--- src/rtl/wbs_kdtree_node_slave_pkg.sv ---
// kdtree_wbs_pkg: shared types and constants for the KD-tree node-load Wishbone slave
// Provides node field width, the {median, index} node record, status register constants,
// the slave FSM state type and an offset range helper.
package kdtree_wbs_pkg;
    localparam int DATA_WIDTH     = 11;
    localparam int STATUS_OFF     = 0;
    localparam int STATUS_CLR_BIT = 0;
    typedef struct packed {
        logic [DATA_WIDTH-1:0] median;
        logic [DATA_WIDTH-1:0] index;
    } node_t;
    typedef enum logic [2:0] {IDLE, WR_ACK, RD_WAIT, RD_ACK, HOLD} state_t;
    function automatic logic is_node_off(input int off, input int num_nodes);
        return off >= 1 && off <= num_nodes;
    endfunction
endpackage

--- src/rtl/wbs_kdtree_node_slave_if.sv ---
// wbs_kdtree_node_slave_if: Wishbone classic-cycle bus between the management core and the node slave
// Signals: cyc/stb/we/sel/adr/dat_i from the master; ack/dat_o (and err when WBS_NODE_ERR_EN) from the slave.
interface wbs_kdtree_node_slave_if;
    logic        wbs_cyc_i;
    logic        wbs_stb_i;
    logic        wbs_we_i;
    logic [3:0]  wbs_sel_i;
    logic [31:0] wbs_dat_i;
    logic [31:0] wbs_adr_i;
    logic        wbs_ack_o;
    logic [31:0] wbs_dat_o;
`ifdef WBS_NODE_ERR_EN
    logic        wbs_err_o;
`endif
    modport slave (
        input  wbs_cyc_i, wbs_stb_i, wbs_we_i, wbs_sel_i, wbs_dat_i, wbs_adr_i,
        output wbs_ack_o, wbs_dat_o
`ifdef WBS_NODE_ERR_EN
        , output wbs_err_o
`endif
    );
    modport master (
        output wbs_cyc_i, wbs_stb_i, wbs_we_i, wbs_sel_i, wbs_dat_i, wbs_adr_i,
        input  wbs_ack_o, wbs_dat_o
`ifdef WBS_NODE_ERR_EN
        , input wbs_err_o
`endif
    );
endinterface

--- src/rtl/wbs_kdtree_node_slave_tracker.sv ---
// node_valid_tracker: remembers which heap nodes 1..NUM_NODES have been loaded since the last clear
// Ports: clk/rst_n clock and async active-low reset; set_en/set_idx mark a node loaded;
//   clr empties the bitmap; count = loaded nodes; nodes_loaded = every node loaded (registered).
module node_valid_tracker #(
    parameter int NUM_NODES  = 63,
    parameter int ADDR_WIDTH = 6
) (
    input  logic                  clk,
    input  logic                  rst_n,
    input  logic                  set_en,
    input  logic [ADDR_WIDTH-1:0] set_idx,
    input  logic                  clr,
    output logic [ADDR_WIDTH:0]   count,
    output logic                  nodes_loaded
);
    logic [NUM_NODES:1] map_q, map_d;
    logic [ADDR_WIDTH:0] cnt_q, cnt_d;
    logic loaded_q;
    always_comb begin
        map_d = map_q;
        cnt_d = cnt_q;
        if (clr) begin
            map_d = '0;
            cnt_d = '0;
        end else if (set_en && !map_q[set_idx]) begin
            map_d[set_idx] = 1'b1;
            cnt_d = cnt_q + 1'b1;
        end
    end
    always_ff @(posedge clk or negedge rst_n) begin
        if (!rst_n) begin
            map_q    <= '0;
            cnt_q    <= '0;
            loaded_q <= 1'b0;
        end else begin
            map_q    <= map_d;
            cnt_q    <= cnt_d;
            loaded_q <= &map_d;
        end
    end
    assign count        = cnt_q;
    assign nodes_loaded = loaded_q;
endmodule

--- src/rtl/wbs_kdtree_node_slave.sv ---
// wbs_kdtree_node_slave: Wishbone classic slave that loads KD-tree internal nodes into node memory
// Ports: wb_clk_i/rst_n clock and async active-low reset; wbs Wishbone slave bus;
//   node_wen/node_waddr/node_wdata node memory write; node_ren/node_raddr/node_rdata node memory read;
//   nodes_loaded set once every node has been written since the last clear.
// Build option: WBS_NODE_ERR_EN answers partial-sel node writes and invalid offsets with wbs_err_o.
module wbs_kdtree_node_slave
    import kdtree_wbs_pkg::*;
#(
    parameter int          NUM_NODES  = 63,
    parameter int          ADDR_WIDTH = $clog2(NUM_NODES + 1),
    parameter logic [31:0] BASE_ADDR  = 32'h3000_0000
) (
    input  logic                    wb_clk_i,
    input  logic                    rst_n,
    wbs_kdtree_node_slave_if.slave  wbs,
    output logic                    node_wen,
    output logic [ADDR_WIDTH-1:0]   node_waddr,
    output logic [2*DATA_WIDTH-1:0] node_wdata,
    output logic                    node_ren,
    output logic [ADDR_WIDTH-1:0]   node_raddr,
    input  logic [2*DATA_WIDTH-1:0] node_rdata,
    output logic                    nodes_loaded
);
    state_t state_q;
    logic rsp_q, err_q, clr_q;
    logic [31:0] dat_q;
    logic cs, hit, is_stat, is_node, full_sel, bad;
    logic [ADDR_WIDTH-1:0] off;
    logic [ADDR_WIDTH:0] count;
    logic [31:0] status;
    node_t wr_node;
    assign cs       = wbs.wbs_cyc_i & wbs.wbs_stb_i;
    assign hit      = cs && wbs.wbs_adr_i[31:ADDR_WIDTH] == BASE_ADDR[31:ADDR_WIDTH];
    assign off      = wbs.wbs_adr_i[ADDR_WIDTH-1:0];
    assign is_stat  = off == ADDR_WIDTH'(STATUS_OFF);
    assign is_node  = is_node_off(int'(off), NUM_NODES);
    assign full_sel = &wbs.wbs_sel_i[2:0];
    assign wr_node  = '{median: wbs.wbs_dat_i[2*DATA_WIDTH-1:DATA_WIDTH], index: wbs.wbs_dat_i[DATA_WIDTH-1:0]};
    assign status   = {15'b0, nodes_loaded, 9'b0, 7'(count)};
`ifdef WBS_NODE_ERR_EN
    assign bad = wbs.wbs_we_i ? !(is_stat || (is_node && full_sel)) : !(is_stat || is_node);
    assign wbs.wbs_err_o = rsp_q & err_q;
`else
    assign bad = 1'b0;
`endif
    // rsp_q marks the single response cycle; err_q selects whether it is an ack or an error.
    assign wbs.wbs_ack_o = rsp_q & ~err_q;
    assign wbs.wbs_dat_o = dat_q;
    always_ff @(posedge wb_clk_i or negedge rst_n) begin
        if (!rst_n) begin
            state_q    <= IDLE;
            rsp_q      <= 1'b0;
            err_q      <= 1'b0;
            clr_q      <= 1'b0;
            dat_q      <= '0;
            node_wen   <= 1'b0;
            node_waddr <= '0;
            node_wdata <= '0;
            node_ren   <= 1'b0;
            node_raddr <= '0;
        end else begin
            rsp_q    <= 1'b0;
            node_wen <= 1'b0;
            clr_q    <= 1'b0;
            case (state_q)
                IDLE: if (hit) begin
                    // node reads respond only after the memory read cycle
                    rsp_q <= wbs.wbs_we_i || !is_node;
                    err_q <= bad;
                    if (wbs.wbs_we_i) begin
                        state_q <= WR_ACK;
                        clr_q   <= is_stat && wbs.wbs_dat_i[STATUS_CLR_BIT];
                        if (is_node && full_sel) begin
                            node_wen   <= 1'b1;
                            node_waddr <= off;
                            node_wdata <= wr_node;
                        end
                    end else if (is_node) begin
                        state_q    <= RD_WAIT;
                        node_ren   <= 1'b1;
                        node_raddr <= off;
                    end else begin
                        state_q <= RD_ACK;
                        dat_q   <= is_stat ? status : '0;
                    end
                end
                WR_ACK, RD_ACK: state_q <= HOLD;
                RD_WAIT: begin
                    node_ren <= 1'b0;
                    state_q  <= cs ? RD_ACK : IDLE;
                    if (cs) begin
                        rsp_q <= 1'b1;
                        err_q <= 1'b0;
                        dat_q <= 32'(node_rdata);
                    end
                end
                HOLD: if (!cs || hit) state_q <= IDLE;
                default: state_q <= IDLE;
            endcase
        end
    end
    // node_wen/clr_q are high only during WR_ACK, so the bitmap updates as that cycle ends.
    node_valid_tracker #(.NUM_NODES(NUM_NODES), .ADDR_WIDTH(ADDR_WIDTH)) u_tracker (
        .clk          (wb_clk_i),
        .rst_n        (rst_n),
        .set_en       (node_wen),
        .set_idx      (node_waddr),
        .clr          (clr_q),
        .count        (count),
        .nodes_loaded (nodes_loaded)
    );
endmodule

--- src/flat_wrapper.sv ---
// flat-port wrapper written by rule: the top's interface ports become plain ports
module wbs_kdtree_node_slave_flat import kdtree_wbs_pkg::*;
#(
    parameter int          NUM_NODES  = 63,
    parameter int          ADDR_WIDTH = $clog2(NUM_NODES + 1),
    parameter logic [31:0] BASE_ADDR  = 32'h3000_0000
)
  (wb_clk_i, rst_n, node_wen, node_waddr, node_wdata, node_ren, node_raddr, node_rdata, nodes_loaded, wbs_wbs_cyc_i, wbs_wbs_stb_i, wbs_wbs_we_i, wbs_wbs_sel_i, wbs_wbs_dat_i, wbs_wbs_adr_i, wbs_wbs_ack_o, wbs_wbs_dat_o);
  wbs_kdtree_node_slave_if wbs_i ();
  input  logic wb_clk_i;
  input  logic rst_n;
  output logic node_wen;
  output logic [ADDR_WIDTH-1:0] node_waddr;
  output logic [2*DATA_WIDTH-1:0] node_wdata;
  output logic node_ren;
  output logic [ADDR_WIDTH-1:0] node_raddr;
  input  logic [2*DATA_WIDTH-1:0] node_rdata;
  output logic nodes_loaded;
  input wire logic [$bits(wbs_i.wbs_cyc_i)-1:0] wbs_wbs_cyc_i;
  input wire logic [$bits(wbs_i.wbs_stb_i)-1:0] wbs_wbs_stb_i;
  input wire logic [$bits(wbs_i.wbs_we_i)-1:0] wbs_wbs_we_i;
  input wire logic [$bits(wbs_i.wbs_sel_i)-1:0] wbs_wbs_sel_i;
  input wire logic [$bits(wbs_i.wbs_dat_i)-1:0] wbs_wbs_dat_i;
  input wire logic [$bits(wbs_i.wbs_adr_i)-1:0] wbs_wbs_adr_i;
  output wire logic [$bits(wbs_i.wbs_ack_o)-1:0] wbs_wbs_ack_o;
  output wire logic [$bits(wbs_i.wbs_dat_o)-1:0] wbs_wbs_dat_o;
  assign wbs_i.wbs_cyc_i = wbs_wbs_cyc_i;
  assign wbs_i.wbs_stb_i = wbs_wbs_stb_i;
  assign wbs_i.wbs_we_i = wbs_wbs_we_i;
  assign wbs_i.wbs_sel_i = wbs_wbs_sel_i;
  assign wbs_i.wbs_dat_i = wbs_wbs_dat_i;
  assign wbs_i.wbs_adr_i = wbs_wbs_adr_i;
  assign wbs_wbs_ack_o = wbs_i.wbs_ack_o;
  assign wbs_wbs_dat_o = wbs_i.wbs_dat_o;
  wbs_kdtree_node_slave #(.NUM_NODES(NUM_NODES), .ADDR_WIDTH(ADDR_WIDTH), .BASE_ADDR(BASE_ADDR)) u_core (.wb_clk_i(wb_clk_i), .rst_n(rst_n), .wbs(wbs_i), .node_wen(node_wen), .node_waddr(node_waddr), .node_wdata(node_wdata), .node_ren(node_ren), .node_raddr(node_raddr), .node_rdata(node_rdata), .nodes_loaded(nodes_loaded));
endmodule
--- config.mk ---
export PLATFORM = sky130hd
export DESIGN_NAME = wbs_kdtree_node_slave_flat
export DESIGN_NICKNAME = d
export VERILOG_FILES = /design/src/rtl/wbs_kdtree_node_slave_pkg.sv /design/src/rtl/wbs_kdtree_node_slave_if.sv /design/src/rtl/wbs_kdtree_node_slave_tracker.sv /design/src/rtl/wbs_kdtree_node_slave.sv /design/src/flat_wrapper.sv
export SDC_FILE = /design/constraint.sdc
export NUM_CORES = 1
export LEC_CHECK = 0
export CORE_UTILIZATION = 35
export DETAILED_ROUTE_END_ITERATION = 6
export SYNTH_ARGS = -nofsm -noshare
export SYNTH_HDL_FRONTEND = slang
export SYNTH_HIERARCHICAL = 1
export SYNTH_SLANG_ARGS = --single-unit
--- constraint.sdc ---
create_clock -name wb_clk_i -period 3.85 [get_ports wb_clk_i]
set_input_delay 0.77 -clock wb_clk_i [delete_from_list [all_inputs] [get_ports wb_clk_i]]
set_output_delay 0.77 -clock wb_clk_i [all_outputs]
set_load 0.01 [all_outputs]
==> summary.md <==
| Metric | Value |
|---|---|
| Status | finished with violations |
| Failing checks | design-rule violations |
| Postcts setup bufs | 0 |
| Hold Vio Cnt, Final | 0 |
| Peak supply drop | 0.267 mV |
| Synth top area share | 0.510 |
| Synthesis-to-layout area growth | 35.8% |
| Worst Hold Class | in -> async |
| Slew headroom | 0.255 |
| Total gr overflow | 0 |
| Initial Util | 0.361 |
| # Max-Cap Violations | 0 |
| Count leader, synth | dfrtp_1 |
| Leakage | 4.21 nW |
| Worst-Skew Late Latency | 0.43 ns |
| CP Launch Type | flop |
| CORE AREA | 18,200 µm² |
| Number of global-route vias before repair | 5,621 |
| CTS tree | yes |
| Die X | approximately 140 µm |
| Final Instance Count excl. Fillers | 1,011 |
| DIE AREA | 19,300 µm² |
| Critical Path AT | a little under 4 ns |
| Max Clock Freq | 0.281 GHz |
| Setup violations, final | 0 |
| Most frequent cell on the critical path | buf_4 |
| Final Cycle Share | 0.924 |
| Net count, final | 865 |
| Post-route ant nets | 0 |
| CP cell instances | buf_4 > mux2_1 > o22ai_1 > o31ai_1 > nor3_1 > buf_4 > and3_1 > o2111ai_1 > or4_1 > nor4_2 |
| Async SR Flop Fraction | 1.00 |
| Mapped Area | 6580 µm² |
| Tmin final | between 3 and 4 ns |
| Layout cells sized above 1 | 0.176 |
| Avg Cell Area, Syn | 10.8 µm² |
| Synth unique cells | 69 |
| First-pass GRT wire length | slightly below 30,000 µm |
| Post-synth EDFFs | 0 |
| Final WL | 18,200 µm |
| CP max FO | 20 |
| FF+latch count, synth | between 100 and 150 |
| RSZ-0062 raised after global routing | no |
| H-tree Lvls | 4 |
| Post-DR wirelength/cell | about 18 µm |
| Gate Count Post-Synth | just over 600 |
| CP Data Required Time | 4.15 ns |
| Port Buffer Count | 143 |
| Sequential-to-total area share from yosys stat | 0.510 |
| Vias per inst | 5.33 |
| Synth warn | 6 |
| Clock Sinks | 134 |
| Critical path capture point type | flop |
| DR vias | ~5,400 |
| CP max stage delay | 0.88 ns |
| DIE HEIGHT | around 140 µm |
| Global-route usage over all layers | 0.197 |
| Clk_skew | around 0.011 ns |
| Slew @ Worst Pin | 1.11 ns |
| DP Cell Count | 979 |
| Ranking of synthesized cells by area | dfrtp_1, mux2_2, nor2_1 |
| Setup TNS | 0 ns |
| Yosys top cell by area | dfrtp_1 |
| Clock buffer depth | 2 |
| PostCTS Resize Cnt | 0 |
| Largest net degree at the start of global routing | 74 |
| Site row count | 49 |
| Worst-path clk slew | 0.06 ns |
| Cell family with the largest share of critical-path delay | simple AND/OR/NAND/NOR gates |
| Diodes inserted | 0 |
| Slowest CP cell | dfrtp_1 |
| Hold buffer count at cts | 0 |
| Dominant synthesized flop cell | dfrtp_1 |
| Initial antenna violation count | 0 |
| HPWL after detailed placement | 13,000 µm |
| Drt pass-1 iters | 7 |
| CTS root buffer | clkbuf_16 |
| Number of remaining DRC errors | 3 |
| # IOs | 165 |
| Total CTS buffers | 17 |
| Slew Viols, Final | 0 |
| Placer's final routability congestion estimate | approximately 0.84 |
| Power Density | 353 nW/µm² |
| Initial detailed-routing violation count | 385 |
| Crit Path Category | reg -> reg |
| Bufs and invs on worst path | 2 |
| Commonest cells post-synth | dfrtp_1, nor2_1, mux2_2 |
==> sequential cells by signal, summed over array words and instances, names as in the netlist <==
name / flops
u_core/clr_q: 1
u_core/node_raddr: 6
u_core/node_ren: 1
u_core/node_waddr: 6
u_core/node_wdata: 22
u_core/node_wen: 1
u_core/rsp_q: 1
u_core/state_q: 3
u_core/u_tracker/count: 7
u_core/u_tracker/map_q: 63
u_core/u_tracker/nodes_loaded: 1
u_core/wbs.wbs_dat_o: 22
==> final timing paths <==
kind,endpoint,startpoint,cells past startpoint,slack (ns)
worst max-delay path,u_core/u_tracker/nodes_loaded,u_core/node_waddr[0],10,0.29
worst min-delay path,u_core/u_tracker/map_q[28],rst_n,1,0.35
worst max register to register,u_core/u_tracker/nodes_loaded,u_core/node_waddr[0],10,0.29
worst min register to register,u_core/u_tracker/map_q[39],u_core/u_tracker/map_q[39],2,0.50
max in group asynchronous,u_core/wbs.wbs_dat_o[18],rst_n,2,2.71
min in group wb_clk_i,u_core/u_tracker/map_q[39],u_core/u_tracker/map_q[39],2,0.50
==> cells in the final DEF, fill, tap and decap left out, drive strengths merged, types with 8 or more instances in the layout <==
cell type,n
mux2,58
nand4,9
conb,10
and2,21
inv,28
a41o,8
nand2,39
clkbuf,19
a21oi,39
dfrtp,134
nor2,73
clkdlybuf4s50,142
mux2i,21
buf,33
nand3,15
nor4,18
==> worst reg2reg max path: cells and delay by family, from the launching register on <==
kind | cells | cell delay (ns)
simple gates | 4 | 1.25
flops | 1 | 0.88
buf+inv | 2 | 0.56
compound gates | 3 | 0.42
mux | 1 | 0.33
==> layout make-up <==
type                            instances  area, µm²
Multi-Input combinational cell        420       2920
Clock inverter                         13        139
Fill cell                            1667       9280
Clock buffer                           19        453
Tap cell                              229        287
Timing Repair Buffer                  175       1700
Sequential cell                       134       3350
Inverter                               21       78.8
==> where the power goes <==
part / total (W) / switching [W] / internal (W)
logic: 0.000128 / 0.0000503 / 0.0000781
registers: 0.00141 / 0.0000000000146 / 0.00141
clock network: 0.00162 / 0.000676 / 0.000943
total: 0.00316 / 0.000726 / 0.00243
==> per-stage QoR <==
step	hold slack (ns)	total power (W)	instance area (µm²)	setup slack [ns]	util
after CTS	0.380	0.00319	8930	0.330	0.490
after global routing	0.413	0.00327	8930	0.0803	0.490
after global placement	0.479	0.00156	8340	0.384	0.458
after detailed placement	0.490	0.00157	8340	0.378	0.458
after floorplan	0.461	0.00145	6610	1.03	-
final	0.351	0.00316	8930	0.291	0.490
==> logic make-up after synthesis <==
family | Yosys count | synth area share
other | 1 | 0.000570
AO/OA/AOI/OAI | 96 | 0.105
multiplexers | 81 | 0.139
adder cells (fa/ha/maj) | 1 | 0.00190
AND/OR/NAND/NOR | 226 | 0.185
XOR/XNOR | 6 | 0.00799
buffers and inverters | 64 | 0.0506
flip-flops | 134 | 0.510
==> metal layers <==
metal / track usage / vias up / share of wire
li1: - / 2480 / -
met1: 0.245 / 2670 / 0.42
met2: 0.318 / 220 / 0.48
met3: 0.0704 / 22 / 0.087
met4: 0.0626 / 0 / 0.014
met5: 0 / - / 0
Note: power is estimated with default switching activity, not from simulation.
==> RTL change: new RTL, same flow settings <==
Re-encode `state_t` (5 states) as one-hot, 5 bits wide.
--- a/src/rtl/wbs_kdtree_node_slave_pkg.sv
+++ b/src/rtl/wbs_kdtree_node_slave_pkg.sv
@@ -11,3 +11,3 @@
     } node_t;
-    typedef enum logic [2:0] {IDLE, WR_ACK, RD_WAIT, RD_ACK, HOLD} state_t;
+    typedef enum logic [4:0] {IDLE = 5'b00001, WR_ACK = 5'b00010, RD_WAIT = 5'b00100, RD_ACK = 5'b01000, HOLD = 5'b10000} state_t;
     function automatic logic is_node_off(input int off, input int num_nodes);
Check against the original RTL: no difference found for any inputs over 4 cycles, from zero or initial values and one cycle with rst_n low; so few cycles prove little.
==> RTL change against the unedited design <==
The run still ends with design-rule violations left. Design area is 0.41% lower. Wire length up 2.0%. Area after synthesis is 0.46% lower. First-iteration DRC count is 11% lower. Setup slack improved by 0.021 ns. Sequential cell count increased by 2. Total power down 1.2%. Worst hold slack improved by 0.059 ns. Fmax up 0.59%. Via count down 0.91%. Cell count down 1.3%. Critical path type unchanged. Highest routed layer is now met5.
==> RTL change: results (changes against the unedited design) <==
worst_setup_path:
  cp_data_arrival_time_ns: 3.83  # -0.03 ns
  rrSetupSlack_ns: 0.31  # +0.02 ns
  cp_slowest_stage_delay_ns: 0.65  # -0.23 ns
  cp_max_fo: 16  # -20%
synthesis:
  ys_top_cells_by_area: "dfrtp_1 (52%), mux2_2 (6.5%), nor2_1 (4.1%), mux2_1 (3.1%), a21oi_1 (3.1%)"
  ys_seq_area_share_pct: 52.02  # +1.0 points
  yosysUniqueCellTypes: 68  # -1.4%
  synthXorXnorAreaFrac_pct: 0.9367  # +0.14 points
  synth_compound_area_share_pct: 12.66  # +2.2 points
  syn_avg_cell_area_sq_um: 11.00  # +1.9%
  synth_commonest_cells: "dfrtp_1 (135), nor2_1 (72), a21oi_1 (40), mux2_2 (38)"
placement:
  dpl.hpwl_um: 13330  # +2.4%
  dpl_cell_area_sq_um: 8329  # -0.12%
global_route:
  grt_pass1_vias: 5556  # -1.2%
  antenna_found_initial: 1  # +1
  grt_use_met1_pct: 25.88  # +1.3 points
  grt_max_degree: 89  # +20%
  grt_pass1_wl_um: 30090  # +2.3%
routing:
  dr.first_iter.drc_count: 343  # -11%
  avgViaCountPerCell: 5.354  # +0.38%
  routed-wl-met2_um: 8800  # +1.6%
  drc: 14  # +11
  drt_pre_antenna_iters: 6  # -1
  vias: 5343  # -0.91%
  drt-met1-wl_um: 8366  # +9.4%
run_status:
  status: "complete, but fails checks"
  violations: "design-rule violations"
sta:
  hold_slack_ns: 0.4103  # +0.05885 ns
  skew_ns: 0.009069  # -0.002407 ns
RTL change: changes by cell type after synthesis, sizes merged, moves of 2 or more:
cell,before,now
a22o,1,10
mux2i,21,7
nand2,39,8
nand3,15,19
nor4b,0,2
o21ai,6,19
or3,5,3
RTL change: cells by family (layout without fill, tap and decap cells):
kind of cell	after synthesis	in the layout
fa+ha+maj	1	1
compound gates	119	119
other cells	1	10
flops	136	136
simple gates	200	200
xor+xnor	7	7
buf+inv	64	229
mux	67	67
RTL change: final cells by class:
class                   count  area [sq um]  area share [%]
flip-flops and latches    136          3405           38.28
multi-input cells         404          2846           32.00
repair buffers            177          1713           19.26
clock buffers              21         470.5           5.289
well taps                 229         286.5           3.221
clock inverters            10         95.09           1.069
inverters                  21         78.83          0.8862
RTL change: how the worst max path moves through the flow:
stage | start | endpoint | slack (ns) | cells after the start
floorplan | u_core/node_waddr[2]$_DFFE_PN0P_ | u_core/u_tracker/nodes_loaded$_DFF_PN0_ | 1.03 | 10
detailed placement | u_core/node_waddr[0]$_DFFE_PN0P_ | u_core/u_tracker/nodes_loaded$_DFF_PN0_ | 0.41 | 9
global route | u_core/node_waddr[0]$_DFFE_PN0P_ | u_core/u_tracker/nodes_loaded$_DFF_PN0_ | 0.10 | 8
global placement | u_core/node_waddr[0]$_DFFE_PN0P_ | u_core/u_tracker/nodes_loaded$_DFF_PN0_ | 0.45 | 9
CTS | u_core/node_waddr[0]$_DFFE_PN0P_ | u_core/u_tracker/nodes_loaded$_DFF_PN0_ | 0.41 | 9
finish | u_core/node_waddr[0]$_DFFE_PN0P_ | u_core/u_tracker/nodes_loaded$_DFF_PN0_ | 0.31 | 8
RTL change: where the power goes:
group	switching (mW)	internal, mW	total (mW)
clock network	0.619	0.935	1.55
registers	0.0000000105	1.43	1.43
logic	0.0549	0.0785	0.133
